File: src/rtl/padd_chain_pkg.sv
// padd_pkg: shared widths, saturation bounds and slice helpers for the
// pre-adder chain.
package padd_pkg;

  localparam int DEF_WIDTH = 9;
  localparam int DEF_LANES = 5;

  // Result is one bit wider than the operands so A+B / A-B never wraps.
  function automatic int res_w(input int width);
    return width + 1;
  endfunction

  // Largest positive value representable in `width` signed bits.
  function automatic int sat_max(input int width);
    return (1 << (width - 1)) - 1;
  endfunction

  // Most negative value representable in `width` signed bits.
  function automatic int sat_min(input int width);
    return -(1 << (width - 1));
  endfunction

  // Low bit of lane `lane` inside a packed operand bus.
  function automatic int op_lo(input int lane, input int width);
    return lane * width;
  endfunction

  // Low bit of lane `lane` inside the packed result bus.
  function automatic int res_lo(input int lane, input int width);
    return lane * res_w(width);
  endfunction

endpackage

File: src/rtl/padd_chain_if.sv
// padd_chain_if: operand/result bundle of the pre-adder chain. The master
// side drives operands and controls; the slave side (the chain) returns
// results, saturation flags, the cascade output and the valid strobe.
interface padd_chain_if
  import padd_pkg::*;
#(
  parameter int WIDTH = DEF_WIDTH,
  parameter int LANES = DEF_LANES
) ();

  logic                            ce;
  logic                            clr;
  logic [LANES*WIDTH-1:0]          a;
  logic [LANES*WIDTH-1:0]          b;
  logic [LANES-1:0]                bsel;
  logic [LANES-1:0]                sub;
  logic [WIDTH-1:0]                sbi;
  logic                            in_valid;
  logic [WIDTH-1:0]                sbo;
  logic [LANES*res_w(WIDTH)-1:0]   dout;
  logic [LANES-1:0]                sat;
  logic                            out_valid;

  modport master (
    output ce, clr, a, b, bsel, sub, sbi, in_valid,
    input  sbo, dout, sat, out_valid
  );

  modport slave (
    input  ce, clr, a, b, bsel, sub, sbi, in_valid,
    output sbo, dout, sat, out_valid
  );

endinterface

File: src/rtl/padd_chain_lane.sv
// padd_lane: one signed pre-adder lane. Holds the B operand (external or
// shifted from the neighbour), the add/sub select, optionally A, and an
// optional output register; optional clamp to WIDTH bits.
module padd_lane
  import padd_pkg::*;
#(
  parameter int WIDTH    = DEF_WIDTH,
  parameter int AREG     = 0,
  parameter int OREG     = 0,
  parameter int SATURATE = 0
) (
  input  logic                     clk,
  input  logic                     reset,
  input  logic                     i_ce,
  input  logic                     i_clr,
  input  logic [WIDTH-1:0]         i_a,
  input  logic [WIDTH-1:0]         i_b_ext,
  input  logic [WIDTH-1:0]         i_b_chain,
  input  logic                     i_bsel,
  input  logic                     i_sub,
  output logic [WIDTH-1:0]         o_b,
  output logic [res_w(WIDTH)-1:0]  o_dout,
  output logic                     o_sat
);

  localparam int RW = res_w(WIDTH);

  logic [WIDTH-1:0] r_b;
  logic             r_sub;
  logic [WIDTH-1:0] w_a;
  logic [RW-1:0]    w_a_x;
  logic [RW-1:0]    w_b_x;
  logic [RW-1:0]    w_sum;
  logic [RW-1:0]    w_res;
  logic             w_clamp;

  // B operand and add/sub select are captured together in the operand stage
  always_ff @(posedge clk or posedge reset) begin
    if (reset) begin
      r_b   <= '0;
      r_sub <= 1'b0;
    end else if (i_clr) begin
      r_b   <= '0;
      r_sub <= 1'b0;
    end else if (i_ce) begin
      r_b   <= i_bsel ? i_b_chain : i_b_ext;
      r_sub <= i_sub;
    end
  end

  assign o_b = r_b;

  generate
    if (AREG != 0) begin : g_areg
      logic [WIDTH-1:0] r_a;

      // A registered alongside B so both operands line up
      always_ff @(posedge clk or posedge reset) begin
        if (reset) begin
          r_a <= '0;
        end else if (i_clr) begin
          r_a <= '0;
        end else if (i_ce) begin
          r_a <= i_a;
        end
      end

      assign w_a = r_a;
    end else begin : g_acomb
      assign w_a = i_a;
    end
  endgenerate

  assign w_a_x = {w_a[WIDTH-1], w_a};
  assign w_b_x = {r_b[WIDTH-1], r_b};
  assign w_sum = r_sub ? (w_a_x - w_b_x) : (w_a_x + w_b_x);

  generate
    if (SATURATE != 0) begin : g_sat
      localparam logic [RW-1:0] C_MAX = RW'(sat_max(WIDTH));
      localparam logic [RW-1:0] C_MIN = RW'(sat_min(WIDTH));

      // Out of WIDTH-bit range exactly when the two top result bits differ
      assign w_clamp = w_sum[RW-1] ^ w_sum[RW-2];
      assign w_res   = w_clamp ? (w_sum[RW-1] ? C_MIN : C_MAX) : w_sum;
    end else begin : g_nosat
      assign w_clamp = 1'b0;
      assign w_res   = w_sum;
    end
  endgenerate

  generate
    if (OREG != 0) begin : g_oreg
      logic [RW-1:0] r_dout;
      logic          r_sat;

      // Output register holds result and clamp flag for one more stage
      always_ff @(posedge clk or posedge reset) begin
        if (reset) begin
          r_dout <= '0;
          r_sat  <= 1'b0;
        end else if (i_clr) begin
          r_dout <= '0;
          r_sat  <= 1'b0;
        end else if (i_ce) begin
          r_dout <= w_res;
          r_sat  <= w_clamp;
        end
      end

      assign o_dout = r_dout;
      assign o_sat  = r_sat;
    end else begin : g_ocomb
      assign o_dout = w_res;
      assign o_sat  = w_clamp;
    end
  endgenerate

endmodule

File: src/rtl/padd_chain.sv
// padd_chain: LANES pre-adder lanes with a B shift chain running from the
// top lane (fed by sbi) down to lane 0 (exposed on sbo), plus the valid
// pipeline matching the data latency.
module padd_chain
  import padd_pkg::*;
#(
  parameter int WIDTH    = DEF_WIDTH,
  parameter int LANES    = DEF_LANES,
  parameter int AREG     = 0,
  parameter int OREG     = 0,
  parameter int SATURATE = 0
) (
  input  logic          clk,
  input  logic          reset,
  padd_chain_if.slave   bus
);

  localparam int RW = res_w(WIDTH);

  logic [WIDTH-1:0] w_b_q [LANES];
  logic             r_vld;

  genvar i;
  generate
    for (i = 0; i < LANES; i++) begin : g_lane
      logic [WIDTH-1:0] w_chain;

      if (i == LANES - 1) begin : g_top
        assign w_chain = bus.sbi;
      end else begin : g_mid
        assign w_chain = w_b_q[i+1];
      end

      padd_lane #(
        .WIDTH    (WIDTH),
        .AREG     (AREG),
        .OREG     (OREG),
        .SATURATE (SATURATE)
      ) u_lane (
        .clk       (clk),
        .reset     (reset),
        .i_ce      (bus.ce),
        .i_clr     (bus.clr),
        .i_a       (bus.a[op_lo(i, WIDTH) +: WIDTH]),
        .i_b_ext   (bus.b[op_lo(i, WIDTH) +: WIDTH]),
        .i_b_chain (w_chain),
        .i_bsel    (bus.bsel[i]),
        .i_sub     (bus.sub[i]),
        .o_b       (w_b_q[i]),
        .o_dout    (bus.dout[res_lo(i, WIDTH) +: RW]),
        .o_sat     (bus.sat[i])
      );
    end
  endgenerate

  assign bus.sbo = w_b_q[0];

  // First valid stage tracks the operand stage
  always_ff @(posedge clk or posedge reset) begin
    if (reset) begin
      r_vld <= 1'b0;
    end else if (bus.clr) begin
      r_vld <= 1'b0;
    end else if (bus.ce) begin
      r_vld <= bus.in_valid;
    end
  end

  generate
    if (OREG != 0) begin : g_vld_oreg
      logic r_vld_o;

      // Second valid stage follows the lane output registers
      always_ff @(posedge clk or posedge reset) begin
        if (reset) begin
          r_vld_o <= 1'b0;
        end else if (bus.clr) begin
          r_vld_o <= 1'b0;
        end else if (bus.ce) begin
          r_vld_o <= r_vld;
        end
      end

      assign bus.out_valid = r_vld_o;
    end else begin : g_vld_comb
      assign bus.out_valid = r_vld;
    end
  endgenerate

endmodule

File: src/flat_wrapper.sv
// flat-port wrapper written by rule: the top's interface ports become plain ports
module padd_chain_flat import padd_pkg::*;
#(
  parameter int WIDTH    = DEF_WIDTH,
  parameter int LANES    = DEF_LANES,
  parameter int AREG     = 0,
  parameter int OREG     = 0,
  parameter int SATURATE = 0
)
  (clk, reset, bus_ce, bus_clr, bus_a, bus_b, bus_bsel, bus_sub, bus_sbi, bus_in_valid, bus_sbo, bus_dout, bus_sat, bus_out_valid);
  padd_chain_if #(.WIDTH(WIDTH), .LANES(LANES)) bus_i ();
  input  logic clk;
  input  logic reset;
  input wire logic [$bits(bus_i.ce)-1:0] bus_ce;
  input wire logic [$bits(bus_i.clr)-1:0] bus_clr;
  input wire logic [$bits(bus_i.a)-1:0] bus_a;
  input wire logic [$bits(bus_i.b)-1:0] bus_b;
  input wire logic [$bits(bus_i.bsel)-1:0] bus_bsel;
  input wire logic [$bits(bus_i.sub)-1:0] bus_sub;
  input wire logic [$bits(bus_i.sbi)-1:0] bus_sbi;
  input wire logic [$bits(bus_i.in_valid)-1:0] bus_in_valid;
  output wire logic [$bits(bus_i.sbo)-1:0] bus_sbo;
  output wire logic [$bits(bus_i.dout)-1:0] bus_dout;
  output wire logic [$bits(bus_i.sat)-1:0] bus_sat;
  output wire logic [$bits(bus_i.out_valid)-1:0] bus_out_valid;
  assign bus_i.ce = bus_ce;
  assign bus_i.clr = bus_clr;
  assign bus_i.a = bus_a;
  assign bus_i.b = bus_b;
  assign bus_i.bsel = bus_bsel;
  assign bus_i.sub = bus_sub;
  assign bus_i.sbi = bus_sbi;
  assign bus_i.in_valid = bus_in_valid;
  assign bus_sbo = bus_i.sbo;
  assign bus_dout = bus_i.dout;
  assign bus_sat = bus_i.sat;
  assign bus_out_valid = bus_i.out_valid;
  padd_chain #(.WIDTH(WIDTH), .LANES(LANES), .AREG(AREG), .OREG(OREG), .SATURATE(SATURATE)) u_core (.clk(clk), .reset(reset), .bus(bus_i));
endmodule
File: config.mk
export PLATFORM = sky130hd
export DESIGN_NAME = padd_chain_flat
export DESIGN_NICKNAME = d
export VERILOG_FILES = /design/src/rtl/padd_chain_pkg.sv /design/src/rtl/padd_chain_if.sv /design/src/rtl/padd_chain_lane.sv /design/src/rtl/padd_chain.sv /design/src/flat_wrapper.sv
export SDC_FILE = /design/constraint.sdc
export NUM_CORES = 1
export LEC_CHECK = 0
export BUFFER_PORTS_ARGS = -buffer_cell sky130_fd_sc_hd__buf_2
export CORE_ASPECT_RATIO = 1.1
export CORE_UTILIZATION = 25
export CTS_BUF_LIST = sky130_fd_sc_hd__clkbuf_8
export CTS_CLUSTER_SIZE = 10
export DETAILED_ROUTE_END_ITERATION = 16
export MAX_ROUTING_LAYER = met4
export SETUP_SLACK_MARGIN = 0.02
export SLEW_MARGIN = 20
export SYNTH_ARGS = -nofsm -noshare
export SYNTH_HDL_FRONTEND = slang
export SYNTH_SLANG_ARGS = --single-unit
File: constraint.sdc
create_clock -name clk -period 4.8 [get_ports clk]
set_input_delay 0.96 -clock clk [delete_from_list [all_inputs] [get_ports clk]]
set_output_delay 0.96 -clock clk [all_outputs]
set_load 0.02 [all_outputs]
### After elaboration in Yosys (flattened, before gate mapping)

Index checks and enable logic that the tools add are counted.

* word-level logic and storage cells: 54
* output and inout bits: 65
* bits of input ports: 114
* register bits: 51

* muxes and demuxes: 32
* add/sub/neg operators: 10
* reductions and logical operators: 1

Operator list (number)
* 9-bit 2-to-1 mux: 15
* 9-bit by 9-bit adder with 10-bit output: 5
* 10-bit 2-to-1 mux: 5
* 9-bit by 9-bit subtractor with 10-bit output: 5
* 1-bit 2-to-1 mux: 12
* 2-bit nonzero test: 1

### Depth between registers and ports, before layout

Gate-level depths: netlist of the first run.

* depth after elaboration: 3
* gate-level depth with buffers: 12

### Modules after synthesis

A second synthesis of the first run with hierarchy kept.

* cell total of the unflattened synthesis: 635
* area, all modules: 5382.7 um^2

Modules (own cells, without submodules)
* padd_lane (u_core.g_lane[0].u_lane ...): instances 3, area an instance 1072.3 um^2, cells each 126, seq. area each 250.2 um^2
* padd_lane (u_core.g_lane[4].u_lane): instances 1, area an instance 1062.3 um^2, cells each 126, seq. area each 250.2 um^2
* padd_lane (u_core.g_lane[1].u_lane): instances 1, area an instance 1061.0 um^2, cells each 127, seq. area each 250.2 um^2
* padd_chain: instances 1, area an instance 42.5 um^2, cells each 4, seq. area each 25.0 um^2

### Worst setup path after synthesis of the first run

No wires, ideal clock.

* path type: input to output
* from: in bus_a[9]
* to: out bus_dout[18]
* path slack: 1.351 ns
* data arrival time: 2.489 ns
* stages on the path: 9
* cells stage by stage: inv_1 ha_1 inv_1 fa_1 a21oi_1 o21ai_0 a211oi_1 o21bai_1 xor2_1

* longest elaborated chain between the ends: 2
* elaborated cells between the ends (all ways): 3
* those cells by class: add/sub: 2; mux: 1

RTL lines
* from (decl): line flat_wrapper.sv:16 `input wire logic [$bits(bus_i.a)-1:0] bus_a;`
* 9-bit by 9-bit adder with 10-bit output / 9-bit by 9-bit subtractor with 10-bit output (equally long branches): line padd_chain_lane.sv:76 `assign w_sum = r_sub ? (w_a_x - w_b_x) : (w_a_x + w_b_x);`
* 10-bit 2-to-1 mux (*): line padd_chain_lane.sv:76
* to (decl): line flat_wrapper.sv:23 `output wire logic [$bits(bus_i.dout)-1:0] bus_dout;`

Every way passes the cells marked *; elsewhere a longest branch is shown, timed or not.

### Final worst setup path of the first run

* from: reg u_core.g_lane[3].u_lane.r_b[0]
* to: out bus_dout[39]

* longest elaborated chain between the ends: 2
* elaborated cells between the ends (all ways): 3
* those cells by class: add/sub: 2; mux: 1

RTL lines
* from (decl): line padd_chain_lane.sv:28 `logic [WIDTH-1:0] r_b;`
* from (signal assigned): line padd_chain_lane.sv:46 `r_b <= i_bsel ? i_b_chain : i_b_ext;`
* 9-bit by 9-bit adder with 10-bit output / 9-bit by 9-bit subtractor with 10-bit output (equally long branches): line padd_chain_lane.sv:76
* 10-bit 2-to-1 mux (*): line padd_chain_lane.sv:76

Marks and branches as above.

==> impl_metrics.py, run 1 <==
metrics = {
    "job": {
        "max-cap-violations": 0,
    },
    "synth": {
        "synthTopCellsByArea": "dfrtp_1 24%, ha_1 12%, mux2i_1 11%",
        "yosysSeqAreaShare": 0.240,
        "syn_area_mm2": 0.00533,
        "yosysWarnings": 0,
        "yosys.cell_count.top_type": "nor2_1",
        "ys.flop_type": "dfrtp_1",
        "avgSynthCellArea_um2": 8.44,
        "ys_top_cells_by_count": "90 x nor2_1, 58 x mux2i_1, 54 x a21oi_1",
        "async_flop_share": 1.00,
        "synthCells": 631,
        "ys_seq_elements": 51,
        "synth_enable_flop_cells": 0,
        "yosysUniqueCellTypes": 37,
        "synth.largest_area_cell": "dfrtp_1",
        "synth_top_area_frac": 0.240,
    },
    "global_route": {
        "grt_max_degree": 97,
        "antenna_found_initial": 4,
        "grt_pass1_wl_um": 23600,
        "grt_remaining_overflow": 0,
        "grtUsageTotal": 0.139,
        "grt_pass1_vias": 4615,
    },
    "setup_path": {
        "cp_max_fo": 5,
        "worstSetupStartpointType": "register",
        "cp.required_ps": 3840,
        "crit_path_end_kind": "primary output",
        "reg2reg_slack_ps": 3780,
        "r2r-end": "u_core.g_lane[3].u_lane.o_b[1]",
        "timing.rr.start": "u_core.g_lane[4].u_lane.o_b[1]",
        "path_class": "register to primary output",
        "worst_r2r_path_depth": 2,
        "worstPathArrival_ps": 2930,
    },
    "clock_network": {
        "clk_root_buffer_cell": "clkbuf_8",
        "numCtsBuffers": 5,
        "cts_num_sinks": 51,
        "cts_hold_buffers": 0,
        "post_cts_resized": 0,
        "cts_setup_buffers": 0,
        "h-tree-depth": 2,
        "clockBufferDepth": 2,
        "clk_pin_slew_worst_paths_ps": 100,
        "cts_tree": "built",
        "insertion_delay_ps": 320,
    },
    "cells_and_area": {
        "layout.nets": 952,
        "fin_util": 0.316,
        "synthToLayoutAreaGrowth_pct": 22.9,
        "finalNonFillerCells": 1073,
        "drive_gt1_frac": 0.244,
        "n_fill_cell": 2219,
    },
    "sta": {
        "hold_viol": 0,
        "setup_viol": 0,
        "finalSetupTns_ps": 0,
        "fin_skew_ps": 2.37,
        "maxSlewHeadroom": 0.330,
        "drv_slew": 0,
        "period_minus_slack_ps": 3890,
        "fmax_mhz": 257,
        "tightest_slew_ps": 1000,
        "layout_setup_ws_ps": 909,
        "rsz0062_at_grt": "no",
        "fin_crit_sh": 0.811,
    },
    "power": {
        "power.density_mw_per_mm2": 331,
        "ir_drop_mv": 0.139,
        "p_leak_nw": 3.06,
        "fin_total_pwr_mw": 2.17,
    },
    "drt": {
        "firstDrtPassIters": 5,
        "wirelength_um": 14900,
        "drc": 0,
        "met3_wirelength_um": 777,
        "num_vias": 4924,
        "wl_met2_um": 7000,
        "top_layer_used": "met4",
        "wire_per_inst_um": 13.9,
        "m1WireLength_um": 6900,
        "dr.first_iter.drc_count": 176,
        "vias_per_cell": 4.59,
        "ant_nets": 0,
    },
    "floorplan": {
        "pin_count": 179,
        "num_rows": 55,
        "die_x_um": 141,
        "die_area_mm2": 0.0219,
        "initial_utilization": 0.257,
        "core_mm2": 0.0207,
        "dieHeight_um": 155,
    },
    "hold_path": {
        "holdPathEnd": "u_core.bus.out_valid",
        "min_from": "u_core.bus.out_valid",
        "whs_path_depth": 2,
        "hold_path.class": "register to register",
    },
    "placed_design": {
        "dp_hpwl_um": 11800,
        "port_buffers": 173,
        "gp_congestion": 0.848,
        "placed_cells_incl_taps": 1061,
        "place_ws_ps": 1070,
    },
    "outcome": {
        "status": "completed",
    },
}
==> cell usage in the layout, fill, tap and decap left out, types with 2 or more instances in the layout <==
master and instances:
nor2b_1 12, buf_2 171, o21a_1 10, nor3_2 5, a211oi_1 50, and4_1 2
nor3_1 16, conb_1 5, o21bai_1 10, dfrtp_1 51, a31oi_1 7, nor2_1 90
o211ai_1 3, a21oi_1 54, xor2_1 24, and2_1 2, nand2_1 13, o31a_1 5
clkbuf_8 5, fa_1 5, a311oi_1 3, buf_4 3, o21ai_0 26, inv_1 37
o2111a_1 2, or3_1 4, mux2i_1 58, xnor2_1 50, diode_2 4, ha_1 50
==> logic make-up after synthesis <==
| family | after synthesis | share of synthesized area |
|---|---|---|
| XOR/XNOR | 74 | 0.122 |
| AO/OA/AOI/OAI | 172 | 0.208 |
| adder cells (fa/ha/maj) | 55 | 0.136 |
| other | 1 | 0.000704 |
| multiplexers | 58 | 0.109 |
| AND/OR/NAND/NOR | 149 | 0.130 |
| buffers and inverters | 71 | 0.0552 |
| flip-flops | 51 | 0.240 |
==> cell type report <==
class / count / area, um^2 / area share
inverters: 38 / 143 / 0.0218
clock buffers: 5 / 68.8 / 0.0105
multi-input cells: 513 / 3770 / 0.576
flip-flops and latches: 51 / 1280 / 0.195
diodes: 4 / 10.0 / 0.00153
well taps: 285 / 357 / 0.0545
repair buffers: 174 / 878 / 0.134
clock inverters: 3 / 43.8 / 0.00669
==> state kept, by name (all words and copies together) (netlist names) <==
signal,cells
u_core.bus.out_valid,1
u_core.g_lane.u_lane.o_b,45
u_core.g_lane.u_lane.r_sub,5
==> power breakdown <==
group / internal (mW) / switching, mW
registers: 0.458 / 0.0586
logic: 0.552 / 0.787
clock network: 0.156 / 0.158
==> routing by layer <==
layer  vias up  global-route usage
li1       2543                   -
met1      2227               0.172
met2       138               0.231
met3        16              0.0259
met4         0              0.0399
met5         -                   -
==> worst max-delay path by stage <==
stage / cells after the start / from / end / slack [ps]
3_3_place_gp: 11 / bus_a[9] / bus_dout[18] / 1080
4_1_cts: 10 / u_core.g_lane[3].u_lane.o_b[0] / bus_dout[39] / 880
5_1_grt: 10 / u_core.g_lane[3].u_lane.o_b[0] / bus_dout[39] / 730
3_5_place_dp: 11 / bus_a[9] / bus_dout[18] / 1070
6_report: 11 / u_core.g_lane[3].u_lane.o_b[0] / bus_dout[39] / 910
2_1_floorplan: 9 / bus_a[9] / bus_dout[18] / 1350
==> stage by stage <==
stage | area (um^2) | hold WS, ps
finish | 6550 | 550
global route | 6550 | 574
CTS | 6540 | 552
detailed placement | 6420 | 526
global placement | 6420 | 509
floorplan | 5340 | 586
==> worst max-delay path: stages, from the launching register on <==
cell and delay, ps:
dfrtp_1 470, inv_1 70, ha_1 210, nor2b_1 160, a21oi_1 180, xnor2_1 150
ha_1 320, o2111a_1 200, o31a_1 320, a41oi_2 210, xnor2_1 130, buf_2 180
Note: power is estimated with default switching activity, not from simulation.
==> inputs of run 2 (changes only) <==
Clock period 4.8 ns to 3.2 ns, I/O delays scaled along.
==> run 2 against run 1 <==
Net effect:
- the flow now finishes with violations (negative setup slack)
- die area stayed put
- sequential share of layout area down 2.9 points
- first-iteration DRC count down 26%
- critical endpoint unchanged
==> impl_metrics.py, run 2 (same netlist as run 1, synthesis figures left out) <==
metrics = {
    "outcome": {
        "status": "finished with violations",
        "violations": "negative setup slack",
    },
    "global_route": {
        "grt_max_degree": 97,
        "grt_remaining_overflow": 0,
        "antenna_found_initial": 4,
        "grt_pass1_vias": 4976,
        "grt_pass1_wl_um": 24800,
        "grtUsageTotal": 0.148,
    },
    "sta": {
        "period_minus_slack_ps": 3270,
        "setup_viol": 4,
        "maxSlewHeadroom": 0.326,
        "tightest_slew_ps": 1010,
        "hold_viol": 0,
        "fin_skew_ps": 7.79,
        "layout_setup_ws_ps": -74.0,
        "fin_crit_sh": 1.02,
        "finalSetupTns_ps": -167,
        "drv_slew": 0,
        "fmax_mhz": 305,
        "rsz0062_at_grt": "yes",
        "holdWs_ps": 316,
    },
    "clock_network": {
        "insertion_delay_ps": 330,
        "cts_tree": "built",
        "clk_pin_slew_worst_paths_ps": 100,
        "numCtsBuffers": 5,
        "h-tree-depth": 2,
        "cts_num_sinks": 51,
        "clk_root_buffer_cell": "clkbuf_8",
        "clockBufferDepth": 2,
    },
    "power": {
        "p_leak_nw": 3.57,
        "power.density_mw_per_mm2": 499,
        "ir_drop_mv": 0.240,
        "fin_total_pwr_mw": 3.87,
    },
    "setup_path": {
        "worstPathArrival_ps": 2630,
        "worst_r2r_path_depth": 4,
        "cp.required_ps": 2560,
        "cp_max_fo": 2,
        "crit_path_end_kind": "primary output",
        "timing.rr.start": "u_core.g_lane[4].u_lane.o_b[1]",
        "r2r-end": "u_core.g_lane[3].u_lane.o_b[1]",
        "reg2reg_slack_ps": 1960,
        "worstSetupStartpointType": "register",
        "path_class": "register to primary output",
    },
    "placed_design": {
        "placed_cell_area_mm2": 0.00656,
        "gp_congestion": 0.855,
        "dp_hpwl_um": 12200,
        "port_buffers": 173,
        "placed_cells_incl_taps": 1079,
        "place_ws_ps": 98.7,
    },
    "cells_and_area": {
        "drive_gt1_frac": 0.433,
        "stdcell_area_mm2": 0.00775,
        "n_fill_cell": 2137,
        "layout_common_cells": "152 x buf_2, 84 x nor2_1, 76 x buf_4, 53 x mux2i_1",
        "finalNonFillerCells": 1137,
        "largest_reg_flops": 45,
        "synthToLayoutAreaGrowth_pct": 45.6,
        "fin_util": 0.374,
        "mostFrequentLayoutCell": "buf_2",
        "layout.nets": 1016,
    },
    "floorplan": {
        "dieHeight_um": 155,
        "num_rows": 55,
        "core_mm2": 0.0207,
        "die_area_mm2": 0.0219,
        "initial_utilization": 0.257,
        "die_x_um": 141,
        "pin_count": 179,
    },
    "drt": {
        "wire_per_inst_um": 14.6,
        "num_vias": 5303,
        "ant_nets": 0,
        "wirelength_um": 16600,
        "dr.first_iter.drc_count": 130,
        "drc": 0,
        "vias_per_cell": 4.66,
        "firstDrtPassIters": 4,
    },
    "hold_path": {
        "hold_path.class": "primary input to asynchronous set/reset pin",
    },
    "job": {
        "max-cap-violations": 0,
    },
}
[run 2: cell types whose count changed in the layout (fill, tap and decap cells not counted), sizes merged]
cell and delta:
buf +64, clkbuf +1, clkinv -1
[run 2: final cells by class]
cell class | instances | area, um^2 | share of cell area
clock inverter | 2 | 35.0 | 0.00452
antenna | 4 | 10.0 | 0.00129
timing repair buffer | 238 | 1440 | 0.186
inverter | 38 | 143 | 0.0184
clock buffer | 6 | 82.6 | 0.0107
multi-input combinational | 513 | 4400 | 0.567
sequential | 51 | 1290 | 0.166
tap | 285 | 357 | 0.0460
[run 2: worst max-delay path by stage]
| stage | start | end | slack [ps] | depth (start not counted) |
|---|---|---|---|---|
| after floorplan | u_core.g_lane[0].u_lane.o_b[0] | bus_dout[7] | 230 | 9 |
| after CTS | u_core.g_lane[3].u_lane.o_b[1] | bus_dout[39] | -60 | 12 |
| after global placement | bus_a[9] | bus_dout[18] | 130 | 11 |
| after global routing | u_core.g_lane[1].u_lane.o_b[0] | bus_dout[19] | -270 | 13 |
| after detailed placement | bus_a[9] | bus_dout[18] | 100 | 11 |
| final | u_core.g_lane[3].u_lane.o_b[1] | bus_dout[39] | -70 | 10 |
[run 2: critical path: stages (launching register included)]
cell and delay (ps):
dfrtp_1 410, inv_2 70, ha_4 200, mux2i_4 170, ha_1 260, nor2b_4 130, o2111a_1 260, o31a_1 310
a41oi_2 200, xnor2_1 130, buf_2 180
[run 2: power by group]
| group | total, mW | leakage (nW) | switching [mW] | internal [mW] |
|---|---|---|---|---|
| combinational | 2.61 | 2.85 | 1.40 | 1.20 |
| clock | 0.498 | 0.0612 | 0.244 | 0.254 |
| sequential | 0.763 | 0.657 | 0.0747 | 0.688 |
| total | 3.87 | 3.57 | 1.72 | 2.15 |
[run 2: metal layers]
metal,wire [um],share of wire,track usage
met1,7250,0.44,0.179
met5,0,0,-
met3,819,0.049,0.0339
met2,8310,0.50,0.251
met4,234,0.014,0.0295
[run 2: timing repair]
| action | in CTS | in global routing |
|---|---|---|
| gates resized for setup | 86 | 103 |
| pin swaps | 47 | 84 |
| endpoints found under the setup margin | 22 | 25 |
| setup buffers | 23 | 24 |
| hold buffers | 0 | 0 |
| cloned | 0 | 0 |
==> inputs of run 3 (changes only) <==
==> constraint.sdc (replaced) <==
create_clock -name clk -period 3.2 [get_ports clk]
set_input_delay 0 -clock clk [delete_from_list [all_inputs] [get_ports clk]]
set_output_delay 0 -clock clk [all_outputs]
set_load 0.02 [all_outputs]
==> run 3 against run 2 <==
Net effect:
- the run now ends clean
- final cell count fell by 4.0%
- first-iteration DRC count rose by 6.9%
- die area did not move
- hold slack got worse by 300 ps
- routed wire length fell by 9.7%
- critical path depth rose by 1
- power fell by 13%
- design area fell by 13%
- highest routed layer unchanged
==> impl_metrics.py, run 3 (same netlist as run 1, synthesis figures left out) <==
metrics = {
    "outcome": {
        "status": "completed",
    },
    "drt": {
        "dr.first_iter.drc_count": 139,
        "vias_per_cell": 4.61,
        "firstDrtPassIters": 4,
        "wire_per_inst_um": 13.7,
        "ant_nets": 0,
        "num_vias": 5032,
        "drc": 0,
        "wirelength_um": 15000,
    },
    "power": {
        "power.density_mw_per_mm2": 497,
        "ir_drop_mv": 0.218,
        "fin_total_pwr_mw": 3.36,
        "p_leak_nw": 3.15,
    },
    "hold_path": {
        "hold_path.class": "primary input to register",
        "min_from": "bus_b[23]",
    },
    "setup_path": {
        "cp.required_ps": 3200,
        "timing.rr.start": "u_core.g_lane[4].u_lane.o_b[1]",
        "worstPathArrival_ps": 2860,
        "worstSetupStartpointType": "register",
        "crit_start": "u_core.g_lane[3].u_lane.o_b[0]",
        "crit_path_end_kind": "primary output",
        "path_class": "register to primary output",
        "cp_max_fo": 5,
    },
    "cells_and_area": {
        "layout.nets": 971,
        "drive_gt1_frac": 0.238,
        "finalNonFillerCells": 1091,
        "layout_common_cells": "172 x buf_2, 90 x nor2_1, 58 x mux2i_1, 54 x a21oi_1, 51 x dfrtp_1",
        "synthToLayoutAreaGrowth_pct": 26.8,
        "largest_reg_flops": 45,
        "mostFrequentLayoutCell": "buf_2",
    },
    "placed_design": {
        "dp_hpwl_um": 12000,
        "placed_cells_incl_taps": 1061,
        "place_ws_ps": 677,
        "gp_congestion": 0.857,
        "port_buffers": 173,
    },
    "clock_network": {
        "insertion_delay_ps": 320,
        "clk_pin_slew_worst_paths_ps": 100,
        "h-tree-depth": 2,
        "clockBufferDepth": 2,
        "post_cts_resized": 0,
        "numCtsBuffers": 5,
        "clk_root_buffer_cell": "clkbuf_8",
        "cts_num_sinks": 51,
        "cts_tree": "built",
    },
    "floorplan": {
        "initial_utilization": 0.257,
        "num_rows": 55,
        "dieHeight_um": 155,
        "core_mm2": 0.0207,
        "die_x_um": 141,
        "die_area_mm2": 0.0219,
        "pin_count": 179,
    },
    "sta": {
        "setup_viol": 0,
        "rsz0062_at_grt": "no",
        "period_minus_slack_ps": 2860,
        "tightest_slew_ps": 1090,
        "holdWs_ps": 16.5,
        "finalSetupTns_ps": 0,
        "hold_viol": 0,
        "layout_setup_ws_ps": 339,
        "fmax_mhz": 350,
        "fin_crit_sh": 0.894,
        "drv_slew": 0,
        "maxSlewHeadroom": 0.271,
        "fin_skew_ps": 9.03,
    },
    "global_route": {
        "grt_remaining_overflow": 0,
        "grt_max_degree": 97,
        "grt_pass1_vias": 4939,
        "grtUsageTotal": 0.143,
        "antenna_found_initial": 3,
        "grt_pass1_wl_um": 24300,
    },
    "job": {
        "max-cap-violations": 0,
    },
}
run 3: cell count changes in the layout (fill, tap and decap cells not counted), sizes merged:
| cell | previous run | this run |
|---|---|---|
| buf | 238 | 174 |
| dlygate4sd3 | 0 | 19 |
| clkbuf | 6 | 5 |
| clkinvlp | 0 | 1 |
| clkinv | 1 | 0 |
| bufinv | 1 | 2 |
| diode | 4 | 3 |
run 3: per-layer routing:
layer	vias to the layer above	routed length [um]	track usage
met3	18	675	0.0237
li1	2592	-	-
met2	127	7130	0.243
met4	0	278	0.0409
met5	-	0	-
met1	2295	6920	0.174
run 3: through the flow:
| step | utilization | cell area (um^2) |
|---|---|---|
| after global routing | 0.326 | 6760 |
| after floorplan | - | 5340 |
| after detailed placement | 0.310 | 6420 |
| after global placement | 0.310 | 6420 |
| after CTS | 0.326 | 6750 |
| final | 0.326 | 6760 |
run 3: critical path, stage by stage (launching register included):
cell and delay, ps:
dfrtp_1 450, inv_1 70, ha_1 200, nor2b_1 150, a21oi_1 180, xnor2_1 150
ha_1 310, o2111a_1 200, o31a_1 320, a41oi_2 210, xnor2_1 130, buf_2 180
run 3: final cells by class:
type                            count  area [um^2]
Inverter                           38          143
Fill cell                        2211        14000
Tap cell                          285          357
Antenna cell                        3         7.51
Timing Repair Buffer              193         1070
Clock inverter                      3         67.6
Multi-Input combinational cell    513         3770
Clock buffer                        5         68.8
Sequential cell                    51         1280
run 3: worst paths after layout:
check | slack [ps] | depth (start not counted) | endpoint
hold reg to reg | 540 | 2 | u_core.bus.out_valid
hold / removal | 20 | 3 | u_core.g_lane[2].u_lane.o_b[5]
setup / recovery | 340 | 11 | bus_dout[39]
max in group asynchronous | 2150 | 4 | u_core.g_lane[2].u_lane.r_sub
min in group asynchronous | 250 | 3 | u_core.bus.out_valid
setup reg to reg | 2190 | 2 | u_core.g_lane[3].u_lane.o_b[1]
run 3: what timing repair did:
item                                   in CTS  in global routing
hold buffers                               19                  0
setup endpoints to repair                   0                  0
buffers inserted                            0                  0
endpoints found under the hold margin      36                  0
run 3: power by group:
group / total (mW) / internal [mW] / switching, mW
clock: 0.554 / 0.312 / 0.242
sequential: 0.773 / 0.687 / 0.0858
combinational: 2.03 / 0.844 / 1.19
total: 3.36 / 1.84 / 1.52
